**config.mk**
```make
export PLATFORM = sky130hd
export DESIGN_NAME = cipher_bus_master
export DESIGN_NICKNAME = d
export VERILOG_FILES = /design/src/rtl/cipher_bus_master.sv
export SDC_FILE = /design/constraint.sdc
export NUM_CORES = 1
export LEC_CHECK = 0
export BUFFER_PORTS_ARGS = -buffer_cell sky130_fd_sc_hd__buf_2
export CORE_MARGIN = 5
export CORE_UTILIZATION = 58
export CTS_CLUSTER_SIZE = 28
export DETAILED_ROUTE_END_ITERATION = 8
export HOLD_SLACK_MARGIN = 0.08
export PLACE_DENSITY = 0.79
export SYNTH_ARGS = -nofsm -noshare
export SYNTH_HDL_FRONTEND = slang
export SYNTH_SLANG_ARGS = --single-unit
```
**constraint.sdc**
```tcl
create_clock -name clk -period 18.15 [get_ports clk]
set_input_delay 1.815 -clock clk [delete_from_list [all_inputs] [get_ports clk]]
set_output_delay 1.815 -clock clk [all_outputs]
set_load 0.02 [all_outputs]
```
**src/rtl/cipher_bus_master.sv**
```systemverilog
// rtl/cipher_bus_master.sv - CipherBus requester: host block port, credit-limited issue to the AES core, response FIFO
module cipher_bus_master #(
    parameter int RSP_DEPTH      = 8,
    parameter int TIMEOUT_CYCLES = 1024
) (
    input  logic         clk,
    input  logic         resetL,
    input  logic         req_valid,
    output logic         req_ready,
    input  logic [127:0] req_data,
    input  logic         req_ende,
    output logic         rsp_valid,
    input  logic         rsp_ready,
    output logic [127:0] rsp_data,
    output logic         rsp_ende,
    input  logic         clr_err,
    output logic         err_timeout,
    output logic         err_spurious,
    output logic         i_enable,
    output logic         i_ende,
    output logic [127:0] i_data,
    output logic         i_data_valid,
    input  logic         o_ready,
    input  logic         o_data_valid,
    input  logic [127:0] o_data
);
    localparam int PW = $clog2(RSP_DEPTH);
    localparam int CW = PW + 1;
    localparam int TW = $clog2(TIMEOUT_CYCLES + 1);
    localparam logic [CW:0]   DEPTH_C  = (CW + 1)'(RSP_DEPTH);
    localparam logic [TW-1:0] TMO_LAST = TW'(TIMEOUT_CYCLES - 1);

    typedef enum logic [1:0] {IDLE, RUN, DRAIN, ERR} state_t;

    state_t        state_q;
    logic          cur_ende_q;
    logic          i_enable_q;
    logic          i_data_valid_q;
    logic [127:0]  i_data_q;
    logic          err_timeout_q;
    logic          err_spurious_q;
    logic [CW-1:0] outstanding_q, outstanding_d;
    logic [CW-1:0] fifo_cnt_q, fifo_cnt_d;
    logic [PW-1:0] wr_ptr_q, rd_ptr_q;
    logic [TW-1:0] timer_q, timer_d;
    logic [128:0]  mem_q [RSP_DEPTH];
    logic [128:0]  head;

    logic credit_ok, issue, rsp_hit, spurious, push, pop, timeout_fire;

    assign rsp_hit      = o_data_valid && (outstanding_q != '0);
    assign spurious     = o_data_valid && (outstanding_q == '0);
    assign push         = rsp_hit;
    assign pop          = rsp_valid && rsp_ready;
    assign timeout_fire = (state_q != ERR) && (outstanding_q != '0) && !o_data_valid
                          && (timer_q == TMO_LAST);

    // Every outstanding op owns a FIFO slot, so a push can never find the FIFO full.
    assign credit_ok = ({1'b0, outstanding_q} + {1'b0, fifo_cnt_q}) < DEPTH_C;
    assign req_ready = (state_q == RUN) && req_valid && (req_ende == cur_ende_q) && o_ready
                       && !i_data_valid_q && credit_ok && !timeout_fire;
    assign issue     = req_ready;

    assign head         = mem_q[rd_ptr_q];
    assign rsp_valid    = (fifo_cnt_q != '0);
    assign rsp_data     = rsp_valid ? head[128:1] : '0;
    assign rsp_ende     = rsp_valid ? head[0] : 1'b0;
    assign err_timeout  = err_timeout_q;
    assign err_spurious = err_spurious_q;
    assign i_enable     = i_enable_q;
    assign i_ende       = cur_ende_q;
    assign i_data       = i_data_q;
    assign i_data_valid = i_data_valid_q;

    always_comb begin
        outstanding_d = outstanding_q;
        if (issue && !rsp_hit)
            outstanding_d = outstanding_q + 1'b1;
        else if (!issue && rsp_hit)
            outstanding_d = outstanding_q - 1'b1;

        fifo_cnt_d = fifo_cnt_q;
        if (push && !pop)
            fifo_cnt_d = fifo_cnt_q + 1'b1;
        else if (!push && pop)
            fifo_cnt_d = fifo_cnt_q - 1'b1;

        timer_d = timer_q;
        if (state_q != ERR)
            timer_d = ((outstanding_q == '0) || o_data_valid) ? '0 : timer_q + 1'b1;
    end

    always_ff @(posedge clk) begin
        if (push)
            mem_q[wr_ptr_q] <= {o_data, cur_ende_q};
    end

    always_ff @(posedge clk or negedge resetL) begin
        if (!resetL) begin
            state_q        <= IDLE;
            cur_ende_q     <= 1'b0;
            i_enable_q     <= 1'b0;
            i_data_valid_q <= 1'b0;
            i_data_q       <= '0;
            err_timeout_q  <= 1'b0;
            err_spurious_q <= 1'b0;
            outstanding_q  <= '0;
            fifo_cnt_q     <= '0;
            wr_ptr_q       <= '0;
            rd_ptr_q       <= '0;
            timer_q        <= '0;
        end else begin
            i_enable_q     <= 1'b1;
            i_data_valid_q <= issue;
            if (issue)
                i_data_q <= req_data;
            outstanding_q <= outstanding_d;
            fifo_cnt_q    <= fifo_cnt_d;
            timer_q       <= timer_d;
            if (push)
                wr_ptr_q <= wr_ptr_q + 1'b1;
            if (pop)
                rd_ptr_q <= rd_ptr_q + 1'b1;

            if (clr_err) begin
                err_timeout_q  <= 1'b0;
                err_spurious_q <= 1'b0;
            end
            if (spurious)
                err_spurious_q <= 1'b1;

            if (timeout_fire) begin
                err_timeout_q <= 1'b1;
                state_q       <= ERR;
            end else begin
                case (state_q)
                    IDLE: begin
                        if (req_valid) begin
                            state_q    <= RUN;
                            cur_ende_q <= req_ende;
                        end
                    end
                    RUN: begin
                        if (req_valid && (req_ende != cur_ende_q))
                            state_q <= DRAIN;
                        else if (!req_valid && (outstanding_q == '0))
                            state_q <= IDLE;
                    end
                    DRAIN: begin
                        // Mode flips only once every in-flight result of the old mode is back.
                        if (outstanding_q == '0) begin
                            state_q    <= RUN;
                            cur_ende_q <= req_ende;
                        end
                    end
                    ERR: begin
                        if (clr_err) begin
                            state_q       <= IDLE;
                            outstanding_q <= '0;
                            timer_q       <= '0;
                        end
                    end
                    default: state_q <= IDLE;
                endcase
            end
        end
    end
endmodule
```
=== Yosys cells after proc, flatten, opt, wreduce, memory -nomap -nowiden ===
Memory sizes are Yosys's and may differ from the RTL's.
Index checks and enable logic that the tools add are counted.

* Memories: 1
* Bits of input ports: 264
* Bits in registers: 160
* Memory bits (writable): 1,032

* Reductions and logical operators: 36
* $lt $le $gt $ge: 1
* Mux-type cells: 29
* $add $sub $neg: 8
* Equality and inequality tests: 13
* Bitwise operators: 1

{| class="wikitable"
|+ Memories
! name !! depth !! width !! read ports !! clocked after Yosys merged registers in !! wr ports !! RTL line !! RTL
|-
| mem_q || 8 || 129 || 1 || 0 || 1 || 46 || <nowiki>logic [128:0] mem_q [RSP_DEPTH];</nowiki>
|}

{| class="wikitable"
|+ Operator list
! kind !! count
|-
| $mux 128 || 1
|-
| $mux 11 || 5
|-
| $mux 4 || 7
|-
| $logic_and 1x1->1 || 18
|-
| $mux 2 || 6
|-
| $add 11x1->11 const B || 1
|-
| $eq 11x10->1 const B || 1
|-
| $ne 3x3->1 const B || 3
|-
| $add 4x1->4 const B || 2
|-
| $mux 1 || 8
|-
| $pmux 2 s4 || 1
|-
| $reduce_and 4->1 || 2
|-
| $reduce_bool 2->1 || 4
|-
| $reduce_bool 4->1 || 2
|-
| $sub 4x1->4 const B || 2
|-
| $logic_not 1->1 || 7
|-
| $add 3x1->3 const B || 2
|-
| $ne 2x2->1 const B || 3
|-
| $add 4x4->5 || 1
|-
| $lt 5x4->1 const B || 1
|-
| $eq 2x2->1 const B || 2
|-
| $logic_not 4->1 || 1
|-
| $ne 4x2->1 const B || 1
|-
| $eq 2x1->1 const B || 1
|-
| other kinds (6) || 6
|}

=== Logic depth before layout (Yosys ltp) ===
Gate-level depths: netlist of the first run.

* Depth after elaboration: 14
* Depth in mapped cells: 13
* Depth with buffers taken out: 13

=== Worst setup path after synthesis of the first run ===
OpenSTA, ideal clock, no wires.

* Kind: in2reg
* From: in o_data_valid
* To: mem mem_q[0][0], enable pin
* Slack: 2,990 ps
* Data required time: 17,217 ps
* Buffers on the path: 1
* Data arrival time: 14,228 ps
* Cell stages on the path: 3
* Cells stage by stage: nand2_1 > clkbuf_1 > nor4_1

* Word-level cells in the longest chain between the ends: 3

{| class="wikitable"
|+ RTL lines
! what !! RTL line !! RTL
|-
| start: declaration || 24 || <nowiki>input logic o_data_valid,</nowiki>
|-
| $logic_and 1x1->1 || 51 || <nowiki>assign rsp_hit = o_data_valid && (outstanding_q != '0);</nowiki>
|-
| $mux 1 || 94 || <nowiki>if (push)</nowiki>
|-
| $mux 1 (not written as such) || 95 || <nowiki>mem_q[wr_ptr_q] <= {o_data, cur_ende_q};</nowiki>
|-
| end: declaration || 46 ||
|}

No other way between the ends.

=== Worst setup path in the final report of the first run ===
* From: reg rd_ptr_q[0]
* To: out rsp_data[81]

* Word-level cells in the longest chain between the ends: 2

{| class="wikitable"
|+ RTL lines
! what !! RTL line !! RTL
|-
| start: declaration || 44 || <nowiki>logic [PW-1:0] wr_ptr_q, rd_ptr_q;</nowiki>
|-
| start signal: assignment || 123 || <nowiki>rd_ptr_q <= rd_ptr_q + 1'b1;</nowiki>
|-
| $mem_v2 8x129 || -- ||
|-
| $mux 128 || 66 || <nowiki>assign rsp_data = rsp_valid ? head[128:1] : '0;</nowiki>
|-
| end: declaration || 14 || <nowiki>output logic [127:0] rsp_data,</nowiki>
|}

No other way between the ends.

==> out/results.txt, run 1 <==
Of all flip-flops after synthesis, the portion carrying an async set or reset was 13.4%. The largest total area in the synthesized netlist belongs to edfxtp_1. The clock network is responsible for 26.4% of the overall power. The count of mapped cells out of synthesis came out at 2097. Counting every sink on the clock net gives 1192. In the finished design, the share of the clock period the worst path needs comes to 39.3%. The tools report the initial antenna violation count as 38. Setup repair after global routing left no endpoint under its margin. The internal power came out at 0.00621 W. STA classifies the critical path endpoint as an output port. Dividing total power by cell area gives a power density of 173 nW/µm². Worst-case register-to-register setup slack: 13.90 ns. The die area is 84900 µm². Worst setup path category: flip-flop to output port. Summed negative setup slack over all endpoints: 0 ns.

After synthesis, the largest family of logic cells by area is multiplexers. Of the total synthesized cell area, the portion taken by full adders, half adders and majority gates is 0.343%. For the number of gates given a new drive strength after cts, the log shows 0. The worst pin sits at a relative slew slack of 22.3%. In this run the critical register-to-register path is captured at i_data[23].

In this run, flip-flops and latches consume 40.2% of the power. Post-synthesis net count: 2373. The synthesized netlist devotes 1.99% of its cell area to simple gates.

Among all cell types in the netlist, the one instantiated most often is edfxtp_1. Routability-driven placement finished with a final weighted congestion of 0.928. The later pin in the worst-skew pair is clocked with a latency of 0.68 ns. The class of the worst hold path was flip-flop to flip-flop. The standby leakage power was 19.6 nW. For this block, the via count after detailed routing is 22800. The worst hold path cell count is 1, and the largest incremental delay on the critical path is 0.97 ns. Total power for the finished layout comes to 0.00930 W.

The total clock buffers created by CTS was 115; the worst reg-to-reg path cell count was 8. Worst-path cell with the longest stage delay: dfrtp_4. The H-tree level count was 3. The startpoint identified for the worst hold timing path is i_data[0]. After clock tree synthesis, the setup repair step added 0 buffers. The run gives 24.3% as the combined global-route utilization of all metal layers.

Synthesis instantiated 50 different standard cells from the library. The length of the first detailed-routing pass in iterations is 7, and the number of flops mapped to enable cells by yosys is 1032. The via count of the first global-routing pass came out at 24400. Measured along the y axis, the die boundary spans 291 µm.

The multiplexer share of the synthesized area is 19.5%. The pin count of the biggest net entering global routing is 130, and the largest fanout on the critical path is 103. The logs give 156000 µm for the wire length of the first global-routing pass and 0.00309 W for the net load switching power. The tools report the launch instance of the worst register-to-register path as outstanding_q[1]. Once detailed placement completed, the half-perimeter wirelength came to 59100 µm.

Buffers inserted to repair hold after CTS numbered 0. The starting DRC count in detailed routing was 1907. The initial standard-cell utilization of the core came out at 58.3%.

Of the post-synthesis cell area, the dominant cell type holds 67.5%. TritonCTS built the clock tree. Summing the areas of all compound-gate instances in the mapped netlist gives 0.362% of the synthesized area. The standard cell core area is 78700 µm². The cell sitting at the root of the clock tree is a clkbuf_16. The required time at the endpoint of the critical path was 16.33 ns. Summed over all layers, the global routing overflow is 0. Routed length per placed instance: 27.0 µm. Clock skew on the completed layout was measured at 0.0285 ns.

For the sequential share of the synthesized area, the log shows 76.2%. The number of buffer and inverter stages on the critical path works out to 4. Yosys attributes the largest share of cell area to edfxtp_1, mux4_2, dfrtp_1, mux2_4, mux2i_1. The share of post-route cells with drive strength above 1 was 41.1%; the die boundary width was 291 µm.

In the routed design, unresolved DRC markers number 0. During placement, the flow inserted port buffers numbering 527. Number of primary I/O pins: 528.

Timing would allow up to 140 MHz. The mapped netlist covers 45900 µm². For the finished layout, the period the worst path requires is 7.13 ns. The run finished with clean final reports.

The final-stage net count was 2942; the via density per instance was 5.92. The floorplan has 103 rows. Sorting the synthesized cells by how often they occur yields edfxtp_1, mux4_2, dfrtp_1, nor2_1, mux2i_1. The wire length reported by the detailed router is 104000 µm.

The final-report max-slew violation count is 0, and the hold violation count in the final report is 0. Relative to the synthesized area, the layout overhead comes to 17.0%. The cell type group with the largest total delay on the critical path was buffers and inverters. Setup violations remaining at the end of the flow were counted as 0. The number of buffers between clock root and the deepest sink was 3. The category of the worst setup path launch point was a flip-flop. In the synthesized netlist the dominant register cell turns out to be edfxtp_1.

The clock-pin slew of the registers on the worst-case setup and hold paths is 0.06 ns, and the post-synthesis sequential element count is 1192. Walking the worst path, the cells encountered are buf_4 > buf_12 > buf_4 > mux4_2 > mux2i_1 > nor2_1 > buf_2. The arrival time reported for the critical path endpoint came out at 5.32 ns. The fraction of power spent switching nets was 33.2%. The endpoint of the worst hold-timing path was i_data[0]. The tool flagged a number of max-cap violations equal to 0. Area share of xor/xnor cells in the synthesized design: 0.362%.

After synthesis, the mean cell area works out to 21.9 µm². Most common cell type on the critical path: buf_4. The remaining antenna violation count after routing is 0. The worst IR drop on VDD came out at 0.000137 V. For this run, the number of Yosys warnings is 0. For the pin with the worst max-slew slack, the measured transition is 1.17 ns. Of the total power, combinational logic draws 33.3%.
## sequential cells by signal (all words and copies together) (netlist names)
signal and cells:
err_spurious 1, err_timeout 1, fifo_cnt_q 4, i_data 128, i_data_valid 1, i_enable 1
i_ende 1, mem_q 1032, outstanding_q 4, rd_ptr_q 3, state_q 2, timer_q 11
wr_ptr_q 3
## cells in the final DEF (no fill, tap or decap), drive strengths merged, types with 7 or more instances in the layout
cell type and instances:
buf 558, bufinv 19, clkbuf 130, clkinv 58
dfrtp 160, diode 28, edfxtp 1032, ha 11
inv 11, mux2 131, mux2i 134, mux4 258
nand2 25, nand3 7, nor2 149, o21ai 9
xnor2 11, xor2 8
## worst max-delay path by stage
| stage | start | cells past startpoint | endpoint |
|---|---|---|---|
| floorplan | o_data_valid | 3 | mem_q[0][0] |
| global placement | rd_ptr_q[0] | 7 | rsp_data[81] |
| detailed placement | rd_ptr_q[0] | 7 | rsp_data[94] |
| CTS | rd_ptr_q[0] | 7 | rsp_data[81] |
| global route | rd_ptr_q[0] | 7 | rsp_data[88] |
| finish | rd_ptr_q[0] | 7 | rsp_data[81] |
## through the flow
stage | setup WS, ns | util [%] | cells | hold slack [ns] | instance area, µm²
3_3_place_gp | 11.69 | 63.1 | 3599 | 0.463 | 49700
2_1_floorplan | 2.99 | - | 2097 | 0.468 | 45900
6_report | 11.02 | 68.3 | 3844 | 0.485 | 53800
3_5_place_dp | 11.61 | 63.1 | 3599 | 0.474 | 49700
4_1_cts | 10.81 | 68.2 | 3816 | 0.487 | 53700
5_1_grt | 10.42 | 68.2 | 3834 | 0.506 | 53700
## logic make-up after synthesis
logic type,after synthesis
mux,523
compound gates,22
xor+xnor,19
buf+inv,113
flops,1192
simple gates,215
other cells,1
fa+ha+maj,12
## power groups by stage
stage / combinational [W] / sequential, W / clock, W
floorplan: 0.00202 / 0.00390 / 0
global placement: 0.00308 / 0.00376 / 0
detailed placement: 0.00312 / 0.00380 / 0
CTS: 0.00315 / 0.00375 / 0.00250
global route: 0.00330 / 0.00379 / 0.00263
finish: 0.00310 / 0.00374 / 0.00246
## per-layer routing
layer | vias to the layer above | wire (µm) | track usage [%]
met5 | - | 109 | 0
met4 | 16 | 4110 | 10.4
met3 | 188 | 8700 | 6.03
met2 | 1028 | 53400 | 41.0
met1 | 11800 | 37400 | 30.4
li1 | 9702 | - | -
## layout make-up
cell class / instances / area, µm²
antenna: 28 / 70.1
tap: 1050 / 1310
inverter: 7 / 26.3
clock inverter: 87 / 986
fill: 4826 / 25000
timing repair buffer: 558 / 2940
multi-input combinational: 792 / 10400
clock buffer: 130 / 2990
sequential: 1192 / 35000
(Power assumes the default switching activity.)
==> inputs of run 2 (changes only) <==
--- a/config.mk
+++ b/config.mk
@@ -5,6 +5,7 @@
 export SDC_FILE = /design/constraint.sdc
 export NUM_CORES = 1
 export LEC_CHECK = 0
+export ABC_AREA = 1
 export BUFFER_PORTS_ARGS = -buffer_cell sky130_fd_sc_hd__buf_2
 export CORE_MARGIN = 5
 export CORE_UTILIZATION = 58
==> constraint.sdc (replaced) <==
create_clock -name clk -period 7.4 [get_ports clk]
set_input_delay 0.74 -clock clk [delete_from_list [all_inputs] [get_ports clk]]
set_output_delay 0.74 -clock clk [all_outputs]
set_load 0.02 [all_outputs]
==> run 2 against run 1 <==
Design area is essentially flat. Critical path depth unchanged. Critical endpoint is now rsp_data[75]. First-iteration DRC count increased by 60%. Sequential power rose by 140%. Register-to-register slack worse by 10 ns. Count of clock-buffer cells in the layout rose by 14.
==> out/results.txt, run 2 <==
The via count of the first global-routing pass came out at 30000 (+23%). STA classifies the critical path startpoint as a flip-flop. The count of distinct cell types in the synthesized netlist was 39 (-22%); the die boundary width was 294 µm (+0.86%).

The run gives 58.2% (-0.099 points) as the initial standard-cell utilization of the core. The quantity of hold-fixing buffers added after cts came out at 1 (+1). The number of gates given a new drive strength after cts came out at 0 (unchanged). Final worst slack: 2.17 ns (-8.85 ns). The tools report the standby leakage power as 20.0 nW (+1.9%). The share of Yosys cell area claimed by the top area cell type was 66.3% (-1.2 points); the post-synthesis sequential element count was 1192 (unchanged). The number of max-capacitance violations reported was 0 (unchanged). In the layout the commonest cells are nor2_1, edfxtp_1, buf_2, nand2_1, o21ai_0.

The slew at the pin closest to its max-slew limit is 1.17 ns (+0.00161 ns), and the count of endpoints failing setup in the final report is 0 (unchanged). Flip-flop count of the largest register after layout: 1032 (unchanged). The clock root buffer is clkbuf_16. The routed length per placed instance was 22.0 µm (-19%). H-tree level count: 3 (unchanged). Ranked by instance count, the synthesized netlist is headed by nor2_1, edfxtp_1, nand2_1, o21ai_0, o32ai_1. The detailed-placement wirelength estimate is 64200 µm (+8.7%), and the arrival time reported for the critical path endpoint is 4.49 ns (-0.83 ns). The count of filler cells inserted in the layout was 5529 (+15%); the worst hold path cell count was 3 (+2).

The combined global-route utilization of all metal layers is 26.1% (+1.9 points). The placement row count was 104 (+0.97%); the pre-CTS setup slack was 3.03 ns (-8.59 ns). The length of the first detailed-routing pass in iterations is 6 (-1), and the global-route met1 utilization is 32.8% (+2.4 points). The clock-pin slew of the registers on the worst-case setup and hold paths is 0.06 ns (about the same), and the number of buffers between clock root and the deepest sink is 3 (unchanged). Counting I/O delays and the setup requirement, the final critical path takes 5.23 ns.

The run gives 0.0288 ns (+0.000351 ns) as the final clock skew. Compared with the post-synthesis result, the final layout area differs by 15.0%. Leading cell type by number of instances after synthesis: nor2_1. The run finished with clean final reports.

Busiest layer in global routing: met2. Largest register by flop count: mem_q. The final routed DRC violation total was 0 (unchanged).

The fraction of the cycle the final worst path needs is 70.7%. The hold violation count in the final report was 0 (unchanged); the last weighted congestion value of the routability-driven placer was 0.842 (-9.3%). The launch instance of the worst register-to-register path is outstanding_q[0].

For the aggregate global routing overflow, the log shows 0 (unchanged). The commonest non-fill, non-tap cell in the layout was nor2_1. The count of mapped cells out of synthesis came out at 3702 (+77%). The share of post-route cells with drive strength above 1 was 17.6% (-24 points). The logs give 4417 (+50%) for the final-stage net count and 174000 µm (+11%) for the wire length of the first global-routing pass. The total clock buffers created by CTS is 115 (unchanged), and the count of synthesis-stage warnings from yosys is 0 (unchanged).

Later-pin clock latency in the skew report: 0.68 ns (about the same). The critical path starts at rd_ptr_q[0]. For the pin count of the biggest net entering global routing, the log shows 245 (+88%). The starting DRC count in detailed routing was 3059 (+60%). The fraction of registers with async set/reset is 13.4% (unchanged). For this run, the leading register cell type out of synthesis is edfxtp_1. The number of flops mapped to enable cells by yosys was 1032 (unchanged); the combined area of the multi-input logic cells was 10500 µm² (+1.0%).

Derived from the worst setup path, the maximum achievable clock frequency is 191 MHz. The logs give 30900 (+36%) for the total via count after detailed routing and 0 (unchanged) for the post-CTS setup-driven buffer insertion count. Post-synthesis net count: 3978 (+68%). The power density of the placed cells was 429 nW/µm² (+150%); the fraction of met2 tracks used by global routing was 43.2% (+2.2 points). STA classifies the critical path endpoint as an output port. The worst slew margin relative to its limit is 22.2% (-0.11 points), and the die area is 86400 µm² (+1.7%).

Worst reg-to-reg path cell count: 8 (unchanged). Setup repair after global routing left no endpoint under its margin. Worst IR drop on VDD: 0.000370 V (+170%). Synthesized area per cell: 12.6 µm² (-42%). The min-delay analysis places its worst path in the category input pin to flip-flop. In this run the most critical hold path is launched from req_data[99]. The tools report the standard cell core area as 80300 µm² (+2.0%). Worst setup path category: flip-flop to output port.

The die height works out to 294 µm (+0.86%). The final-report max-slew violation count is 0 (unchanged), and the largest fanout on the critical path is 107 (+3.9%). The via density per instance is 5.80 (-2.0%). The cell taking the most area after synthesis was edfxtp_1. The routing usage on met3 was 6.30% (+0.27 points). The tools report the number of primary I/O pins as 528 (unchanged).

TritonCTS built the clock tree. For the remaining antenna violation count after routing, the log shows 0 (unchanged). In the post-synthesis netlist, the biggest area contributors are edfxtp_1, dfrtp_1, nor2_1, o32ai_1, nand2_1. The initial antenna violation count is 43 (+13%), and the TritonCTS sink count is 1192 (unchanged). The tools report the required time at the endpoint of the critical path as 6.66 ns (-9.67 ns). The area of the mapped netlist was 46800 µm² (+1.8%); the port buffer count was 527 (unchanged). The storage element area was 35000 µm² (unchanged); the sequential share of the synthesized area was 74.8% (-1.3 points). The logs give 0 ns (unchanged) for the summed negative setup slack over all endpoints and 117000 µm (+13%) for the wire length reported by the detailed router.
run 2: cell types whose count changed in the layout (fill, tap and decap cells not counted), moves of 32 or more:
| cell | change |
|---|---|
| mux2_2 | -32 |
| mux2_4 | -90 |
| mux2i_1 | -134 |
| mux4_2 | -258 |
| nand2_1 | +412 |
| nor2_1 | +909 |
| o21ai_0 | +278 |
| o21ai_1 | +111 |
| o32ai_1 | +258 |
run 2: layout make-up:
class	instances	area share (%)
tap	1060	2.47
clock buffer	144	5.59
multi-input combinational	2233	19.6
antenna	35	0.163
sequential	1192	65.1
timing repair buffer	564	5.60
clock inverter	67	1.19
inverter	35	0.272
run 2: routing by layer:
| metal | wire (µm) | part of all wire, % |
|---|---|---|
| met5 | 117 | 0.10 |
| met4 | 5500 | 4.7 |
| met3 | 10300 | 8.8 |
| met2 | 57800 | 49 |
| met1 | 43600 | 37 |
run 2: worst paths after layout:
path | end | slack, ns
max | rsp_data[75] | 2.17
min | i_data[99] | 0.25
max reg2reg | mem_q[1][112] | 3.64
min reg2reg | i_data[123] | 0.47
max in group asynchronous | i_data[47] | 5.09
min in group asynchronous | i_data[110] | 0.62
run 2: critical path, cell delays in order, from the launching register on:
cell	delay, ns
dfrtp_4	0.71
buf_4	0.86
buf_4	0.91
nor2_1	0.13
o32ai_1	0.39
o21ai_1	0.10
nor2_1	0.27
buf_2	0.22
run 2: logic make-up after synthesis:
| family | synth area share (%) |
|---|---|
| flops | 74.8 |
| simple gates | 12.6 |
| mux | 0.0241 |
| xor+xnor | 0.131 |
| buf+inv | 2.75 |
| fa+ha+maj | 0.337 |
| compound gates | 9.35 |
| other cells | 0.00802 |
run 2: through the flow:
step	instance area (µm²)	power, W	utilization, %	instances	hold WS (ns)
after detailed placement	50000	0.0175	62.3	5083	0.459
after floorplan	46800	0.0147	-	3702	0.444
final	53800	0.0230	67.0	5330	0.252
after global routing	53700	0.0242	66.9	5316	0.218
after CTS	53700	0.0231	66.8	5295	0.208
after global placement	50000	0.0173	62.3	5083	0.457
run 2: power by group:
group / switching [W] / internal [W]
logic: 0.00601 / 0.00242
clock network: 0.00244 / 0.00317
registers: 0.000498 / 0.00850
total: 0.00896 / 0.0141
